===== src/rtl/descrack_host.sv =====
// Host-link front end for the descrack key search engine: loads a 16-byte command,
// launches the search, then reports status and the 8-byte key result back to the host.
module descrack_host #(
  parameter int unsigned START_TO = 16,
  parameter logic [7:0]  STAT_OK  = 8'h00,
  parameter logic [7:0]  STAT_TO  = 8'hFF
) (
  input  logic        clk,
  input  logic        rstn,
  input  logic [7:0]  rx_data,
  input  logic        rx_valid,
  output logic        rx_ready,
  output logic [7:0]  tx_data,
  output logic        tx_valid,
  input  logic        tx_ready,
  output logic [63:0] crack_start,
  output logic [63:0] crack_goal,
  output logic        crack_run,
  input  logic        crack_busy,
  input  logic [63:0] crack_result
);

  localparam int unsigned   TW     = (START_TO > 1) ? $clog2(START_TO) : 1;
  localparam logic [TW-1:0] ToLast = TW'(START_TO - 1);

  localparam logic [2:0] StLoad     = 3'd0;
  localparam logic [2:0] StLaunch   = 3'd1;
  localparam logic [2:0] StWait     = 3'd2;
  localparam logic [2:0] StSendStat = 3'd3;
  localparam logic [2:0] StSendRes  = 3'd4;

  logic [2:0]    state_q, state_d;
  logic [3:0]    cnt_q, cnt_d;
  logic [TW-1:0] to_q, to_d;
  logic [127:0]  key_q, key_d;
  logic [63:0]   res_q, res_d;
  logic          ok_q, ok_d;
  // Holds rx_ready low until the first clock edge after reset release.
  logic          en_q;

  logic rx_fire, tx_fire;

  assign crack_start = key_q[127:64];
  assign crack_goal  = key_q[63:0];
  assign rx_fire     = rx_valid & rx_ready;
  assign tx_fire     = tx_valid & tx_ready;

  always_comb begin
    rx_ready  = en_q && (state_q == StLoad);
    tx_valid  = (state_q == StSendStat) || (state_q == StSendRes);
    crack_run = (state_q == StLaunch);
    tx_data   = 8'h00;
    if (state_q == StSendStat) begin
      tx_data = ok_q ? STAT_OK : STAT_TO;
    end else if (state_q == StSendRes) begin
      tx_data = res_q[63:56];
    end
  end

  always_comb begin
    state_d = state_q;
    cnt_d   = cnt_q;
    to_d    = to_q;
    key_d   = key_q;
    res_d   = res_q;
    ok_d    = ok_q;
    case (state_q)
      StLoad: begin
        if (rx_fire) begin
          // start and goal form one 128-bit shift chain, so byte 0 ends in start[63:56].
          key_d = {key_q[119:0], rx_data};
          cnt_d = cnt_q + 4'd1;
          if (cnt_q == 4'd15) begin
            state_d = StLaunch;
            to_d    = '0;
          end
        end
      end
      StLaunch: begin
        // Busy wins over an expiring timeout.
        if (crack_busy) begin
          state_d = StWait;
        end else if (to_q == ToLast) begin
          state_d = StSendStat;
          ok_d    = 1'b0;
        end else begin
          to_d = to_q + TW'(1);
        end
      end
      StWait: begin
        if (!crack_busy) begin
          res_d   = crack_result;
          ok_d    = 1'b1;
          state_d = StSendStat;
        end
      end
      StSendStat: begin
        if (tx_fire) begin
          state_d = ok_q ? StSendRes : StLoad;
          cnt_d   = 4'd0;
        end
      end
      StSendRes: begin
        if (tx_fire) begin
          res_d = {res_q[55:0], 8'h00};
          cnt_d = cnt_q + 4'd1;
          if (cnt_q == 4'd7) begin
            state_d = StLoad;
            cnt_d   = 4'd0;
          end
        end
      end
      default: begin
        state_d = StLoad;
        cnt_d   = 4'd0;
      end
    endcase
  end

  always_ff @(posedge clk or negedge rstn) begin
    if (!rstn) begin
      state_q <= StLoad;
      cnt_q   <= 4'd0;
      to_q    <= '0;
      key_q   <= '0;
      res_q   <= '0;
      ok_q    <= 1'b0;
      en_q    <= 1'b0;
    end else begin
      state_q <= state_d;
      cnt_q   <= cnt_d;
      to_q    <= to_d;
      key_q   <= key_d;
      res_q   <= res_d;
      ok_q    <= ok_d;
      en_q    <= 1'b1;
    end
  end

endmodule

===== config.mk =====
export PLATFORM = sky130hd
export DESIGN_NAME = descrack_host
export DESIGN_NICKNAME = d
export VERILOG_FILES = /design/src/rtl/descrack_host.sv
export SDC_FILE = /design/constraint.sdc
export NUM_CORES = 1
export LEC_CHECK = 0
export ABC_AREA = 0
export ABC_CLOCK_PERIOD_IN_PS = 1800
export CAP_MARGIN = 20
export CORE_MARGIN = 1.5
export CORE_UTILIZATION = 49
export DETAILED_ROUTE_END_ITERATION = 8
export GPL_TIMING_DRIVEN = 0
export PLACE_DENSITY = 0.81
export SETUP_SLACK_MARGIN = 0.1
export SLEW_MARGIN = 20
export SYNTH_ARGS = -nofsm -noshare
export SYNTH_HDL_FRONTEND = slang
export SYNTH_SLANG_ARGS = --single-unit

===== constraint.sdc =====
create_clock -name clk -period 1.8 [get_ports clk]
set_input_delay 0.36 -clock clk [delete_from_list [all_inputs] [get_ports clk]]
set_output_delay 0.36 -clock clk [all_outputs]
set_load 0.02 [all_outputs]

# Yosys cells after proc, flatten, opt, wreduce, memory -nomap -nowiden
# Cells that the tools add are included.
[totals] regBits=205 inputBits=77 output_inout_bits=139 word_cells=72
[op_classes] add_sub_neg=2 n_eq_ne=17 muxes=30 bitwise_logic=3 reduce_logical=13
[ops] op="two-way mux 64 bit" n=2
[ops] op="one-hot mux 64 bit (2 select lines)" n=1
[ops] op="two-way mux 4 bit" n=8
[ops] op="two-way mux 3 bit" n=9
[ops] op="two-way mux 8 bit" n=3
[ops] op="one-hot mux 4 bit (4 select lines)" n=1
[ops] op="one-hot mux 3 bit (5 select lines)" n=1
[ops] op="inequality test 2 bit (second input constant)" n=6
[ops] op="adder 4 x 1 -> 4 bit (second input constant)" n=2
[ops] op="== test 4 bit (second input constant)" n=2
[ops] op="one-hot mux 4 bit (2 select lines)" n=1
[ops] op="AND reduction 4 bit" n=2
[ops] op="AND reduction 7 bit" n=1
[ops] op="== test 3 x 2 -> 1 bit (second input constant)" n=2
[ops] op="inequality test 2 x 1 -> 1 bit (second input constant)" n=3
[ops] op="nonzero test 2 bit" n=3
[ops] op="AND reduction 5 bit" n=1
[ops] op="== test 4 x 3 -> 1 bit (second input constant)" n=1
[ops] op="== test 3 x 1 -> 1 bit (second input constant)" n=1
[ops] op="== test 3 bit (second input constant)" n=1
[ops] op="logical NOT 3 bit" n=1
[ops] op="two-way mux 1 bit" n=3
[ops] op="inequality test 3 x 1 -> 1 bit (second input constant)" n=1
[ops] op="AND reduction 3 bit" n=1
[ops] op="other kinds (7)" n=8

# Longest topological paths before layout
[logic_depth] depth_word=5 ltp_mapped=7 depth_no_buf=5

# Worst setup path after synthesis
# Ideal clock, no wire load.
[synth_timing] path_kind="flip-flop to flip-flop" start="register state_q[2]" end="register key_q[48]" setup_time_ns=0.125 arrival_ns=1.631 required_time_ns=1.675 slack_ns=0.044 path_stages_with_launch=7 n_path_buf=3 period_less_slack_ns=1.756 cell_sequence="dfrtp_1 > buf_6 > nor4b_4 > nand2_1 > buf_2 > buf_6 > mux2_2"
[synth_between] elab_chain_len=4
[synth_rtl] element="start: declaration" line_no="32" source="logic [2:0] state_q, state_d;"
[synth_rtl] element="start signal: assignment" line_no="122" source="state_q <= StLoad;"
[synth_rtl] element="start signal: assignment" line_no="130" source="state_q <= state_d;"
[synth_rtl] element="logical NOT 3 bit" line_no="49" source="rx_ready = en_q && (state_q == StLoad);"
[synth_rtl] element="logical AND 1 bit" line_no="49"
[synth_rtl] element="net rx_ready" line_no="12" source="output logic rx_ready,"
[synth_rtl] element="AND 1 bit" line_no="45" source="assign rx_fire = rx_valid & rx_ready;"
[synth_rtl] element="AND reduction 2 bit (no source line)"
[synth_rtl] element="end signal: assignment" line_no="133" source="key_q <= key_d;"
[synth_rtl] element="end: declaration" line_no="35" source="logic [127:0] key_q, key_d;"
# The timed path passes the listed nets, and every way through them passes these cells.
# A chain may end at the register's enable or synchronous reset.

# Final worst setup path
[layout_timing] start="register state_q[2]" end="output port tx_data[4]"
[layout_between] elab_chain_len=3 word_cells_on_any_way=4 classes_between="2 x eq/ne; 2 x mux"
[layout_rtl] element="== test 3 bit" line_no="55" source="end else if (state_q == StSendRes) begin"
[layout_rtl] element="two-way mux 8 bit" line_no="55"
[layout_rtl] element="two-way mux 8 bit (*)" line_no="53" source="if (state_q == StSendStat) begin"
[layout_rtl] element="end: declaration" line_no="13" source="output logic [7:0] tx_data,"
# Mark *: on every way between the ends. The rest lies on a longest branch, timed or not.

==> results.md <==
CTS:
- The insertion delay of the later-clocked pin in the worst-skew pair is around 510 ps.
- After clock tree synthesis, the clock-pin slew on the worst setup and hold paths is approximately 60 ps.
- The TritonCTS buffer count is 22.
- Counting along the longest clock path gives a buffer depth of 3.
- TritonCTS built the clock tree.
- The number of clock sinks is ~210.
- The tree is rooted in a clkbuf_16.
- CTS built an H-tree with a depth of 1.

Power:
- In this run the static leakage power is 0.00663 uW.
- The worst voltage drop across the vdd grid is 1.12 mV.
- In this run the power density over the cells is 1500 mW/mm2.
- The design draws between 15000 and 20000 uW.

Timing:
- The number of pins with negative max-slew slack in the final report is 0.
- The share of the cycle needed by the critical path after routing is 118%.
- The worst path in the final design needs a cycle of about 2100 ps, including I/O delays and setup.
- The number of hold violations in the final report is 0.
- The clock arrives with around 12 ps of skew.
- The transition at the pin with the smallest max-transition slack is about 540 ps.
- Hold is met by 360 ps.
- The highest clock rate is ~470 MHz.
- The setup slack of the critical path after layout is -324 ps.
- Measured against its own limit, the worst slew margin works out to roughly 64%.
- The number of failing setup endpoints in the final timing report is around 200.
- Setup repair after global routing could not meet its margin everywhere.

Worst setup path:
- The setup check on the worst reg-to-reg path leaves a slack of -220 ps.
- The logic depth of the worst register-to-register path is 9.
- By startpoint and endpoint, the worst setup path is classified as reg2out.
- Of all nets on the critical path, the largest fanout is 8.
- The most prevalent standard cell on the critical path is buf_6.
- Data on the critical path arrives at its endpoint at 1760 ps.
- The critical register-to-register path endpoint is res_q[0].
- In this design, the stage delay of the slowest critical-path cell is around 400 ps.
- The slowest stage of the critical path is the dfrtp_1 cell.
- The signal on the critical path passes through buf_6 -> nand3b_1 -> nor2_4 -> a21o_1 -> buf_6.
- In this run the critical register-to-register path is launched from state_q[1].
- For the worst setup path, the data required time is about 1400 ps.
- The startpoint type of the worst setup path is a flip-flop.
- The worst setup path is captured at an output port.

Finish:
- The number of diodes added for antenna fixing is 0.
- The final layout contains between 1000 and 1500 nets.
- Compared with the post-synthesis result, the final layout area differs by 55.0%.
- Once layout is complete, the utilization of the core stands at just under 80%.
- The library cells used most frequently in the layout, excluding fill and tap cells, are dfrtp_1, mux2_2, dlygate4sd2_1.
- The filler cell count in the final layout is 1076.
- In the final layout, the share of cells above drive strength 1 is between 40 and 50%.
- The most common cell after layout, fill and taps aside is dfrtp_1.

Floorplanning:
- From bottom edge to top edge, the die measures approximately 140 um.
- The initial cell density of the core is between 40 and 50%.
- The placeable core area is between 0.015 and 0.02 mm2.
- The top-level I/O count is ~220.
- The chip width is around 140 um.
- The area enclosed by the die boundary is about 0.018 mm2.
- After floorplanning, the core was divided into between 40 and 50 placement rows.

Routing:
- For this run, the detailed router's first-pass iteration total came to 5.
- The count of nets left with antenna violations once routing finished came out at 0.
- The via count is about 6300.
- The post-route DRC violation count is 0.
- In this run, the number of DRC markers left after iteration 0 of detailed routing was around 400.
- The wire length after detailed routing is approximately 24000 um.
- The detail-routed via count per cell is 5.39.
- The average routed wire per standard cell is ~20 um.

Logic synthesis:
- Counting flops and latches in the post-synthesis netlist gives between 200 and 250.
- The distinct cell type count of the synthesized netlist is 40.
- The synthesized netlist net count is 711.
- The average cell area after synthesis is about 14 um2.
- After technology mapping, the gate count stands at around 630.
- The sequential cell area fraction in the yosys report is between 50% and 60%.
- The synthesized netlist occupies a cell area of 0.00856 mm2.
- For this run, the number of Yosys warnings is 0.

Run status:
- The run finished, with violations left.
- The final reports fail on setup timing.

Global routing:
- The initial antenna violation count came to 0.
- The final global-route overflow total is 0.
- The number of global-route vias before repair is 6253.
- The first global-routing pass estimated between 30000 and 40000 um of wire.
- Global routing consumed, over all layers together, a little under a quarter of the routing resources.
- The maximum number of pins on one net before global-route repair is 87.

Place:
- Timing analysis after detailed placement gives a worst setup slack of -675 ps.
- Summed over all nets, the half-perimeter wirelength after detailed placement is 13700 um.
- The global placer's final weighted congestion is roughly 0.8.
- Input and output buffers added on the ports amount to 215.

Run:
- Across the run, the number of max-cap violations was 0.

Worst hold path:
- The kind of path behind the tightest hold check is in2async.
-- stage by stage --
step           cells  setup TNS, ps  instance area (um2)
2_1_floorplan    632              0                 8560
3_3_place_gp    1072       -1701410                11000
3_5_place_dp    1074         -32030                11100
4_1_cts         1144          -3730                12500
5_1_grt         1164         -38080                13300
6_report        1164         -27700                13300
-- cell type report --
cell class              count  area, um2  area share, %
inverters                   3       11.3         0.0849
repair buffers            270       2930           22.1
plain buffers              39        582           4.39
flip-flops and latches    205       5130           38.7
multi-input cells         385       3640           27.4
well taps                 225        282           2.12
clock buffers              34        636           4.79
clock inverters             3       51.3          0.387
-- timing repair --
| action | 4_1_cts | 5_1_grt |
|---|---|---|
| setup buffers | 18 | 14 |
| hold buffers | 1 | 0 |
| hold endpoints to repair | 58 | 0 |
| setup endpoints to repair | 207 | 200 |
| pin swaps | 63 | 38 |
| cloned | 14 | 11 |
| resized for setup | 397 | 113 |
-- registers in the layout, indices dropped and copies added (netlist names) --
| signal | count |
|---|---|
| state_q | 3 |
| key_q | 128 |
| res_q | 64 |
| ok_q | 1 |
| cnt_q | 4 |
| en_q | 1 |
| to_q | 4 |
-- worst max-delay path by stage --
stage	start	end
detailed placement	state_q[1]	tx_data[7]
floorplan	state_q[2]	key_q[48]
finish	state_q[2]	tx_data[4]
global route	state_q[2]	tx_data[5]
CTS	state_q[2]	tx_data[4]
global placement	rstn	key_q[98]
-- critical path, delay by kind of cell (launching register included) --
family / cells / cell delay (ps)
buffers and inverters: 2 / 260
and+or+nand+nor: 2 / 460
AOI/OAI and AO/OA: 1 / 140
DFF: 1 / 400
-- synth_stat cells --
| cell type | instances | area, um2 |
|---|---|---|
| a211oi_1 | 1 | 7.51 |
| buf_4 | 7 | 52.6 |
| and2_1 | 3 | 18.8 |
| nor2_1 | 7 | 26.3 |
| a41o_1 | 1 | 10.0 |
| nor4b_2 | 1 | 15.0 |
| and3b_1 | 1 | 8.76 |
| mux2i_1 | 58 | 581 |
| a31oi_1 | 1 | 6.26 |
| a31o_2 | 1 | 8.76 |
| nand3_1 | 2 | 10.0 |
| dfrtp_1 | 205 | 5130 |
| o22ai_1 | 1 | 6.26 |
| xnor2_1 | 1 | 8.76 |
| ha_1 | 2 | 25.0 |
| mux2_2 | 130 | 1460 |
| conb_1 | 1 | 3.75 |
| or3b_2 | 1 | 8.76 |
| nand2_1 | 68 | 255 |
| a21oi_1 | 3 | 15.0 |
| a22o_1 | 11 | 96.3 |
| or3b_1 | 1 | 8.76 |
| nand4_1 | 2 | 12.5 |
| nor3b_1 | 2 | 15.0 |
| o211ai_1 | 1 | 7.51 |
| buf_6 | 14 | 158 |
| nor4b_4 | 1 | 23.8 |
| a211o_1 | 1 | 8.76 |
| buf_2 | 14 | 70.1 |
| a32o_1 | 1 | 10.0 |
| inv_1 | 3 | 11.3 |
| nand3b_1 | 3 | 22.5 |
| nor3_1 | 2 | 10.0 |
| o21ai_0 | 59 | 295 |
| and4bb_2 | 1 | 12.5 |
| o2111ai_1 | 1 | 8.76 |
| and3_1 | 5 | 31.3 |
| a21o_1 | 10 | 75.1 |
| clkbuf_1 | 4 | 15.0 |
| o21ai_1 | 1 | 5.00 |
-- metal layers --
layer	global-route usage, %	routed length (um)	up-vias
li1	-	-	2842
met1	31.1	9580	3197
met2	40.1	12700	192
met3	4.19	1070	39
met4	6.27	513	0
met5	0	0	-
-- power by group --
group / internal, uW / total [uW] / switching, uW
Clock: 2560 / 4360 / 1800
Sequential: 6110 / 7390 / 1290
Combinational: 4250 / 8170 / 3920
Total: 12900 / 19900 / 7010
-- cell families (layout without fill, tap and decap cells) --
family                     Yosys count  in the layout  share of synthesized area (%)
AOI/OAI and AO/OA                   93             93                           6.55
muxes                              188            188                           23.9
DFF                                205            205                           59.9
xor gates and xnor gates             1              1                          0.102
and+or+nand+nor                    100            100                           5.60
buffers and inverters               42            349                           3.58
adders and majority gates            2              2                          0.292
other                                1              1                         0.0438
No activity file was read; power rests on OpenSTA's default activity.
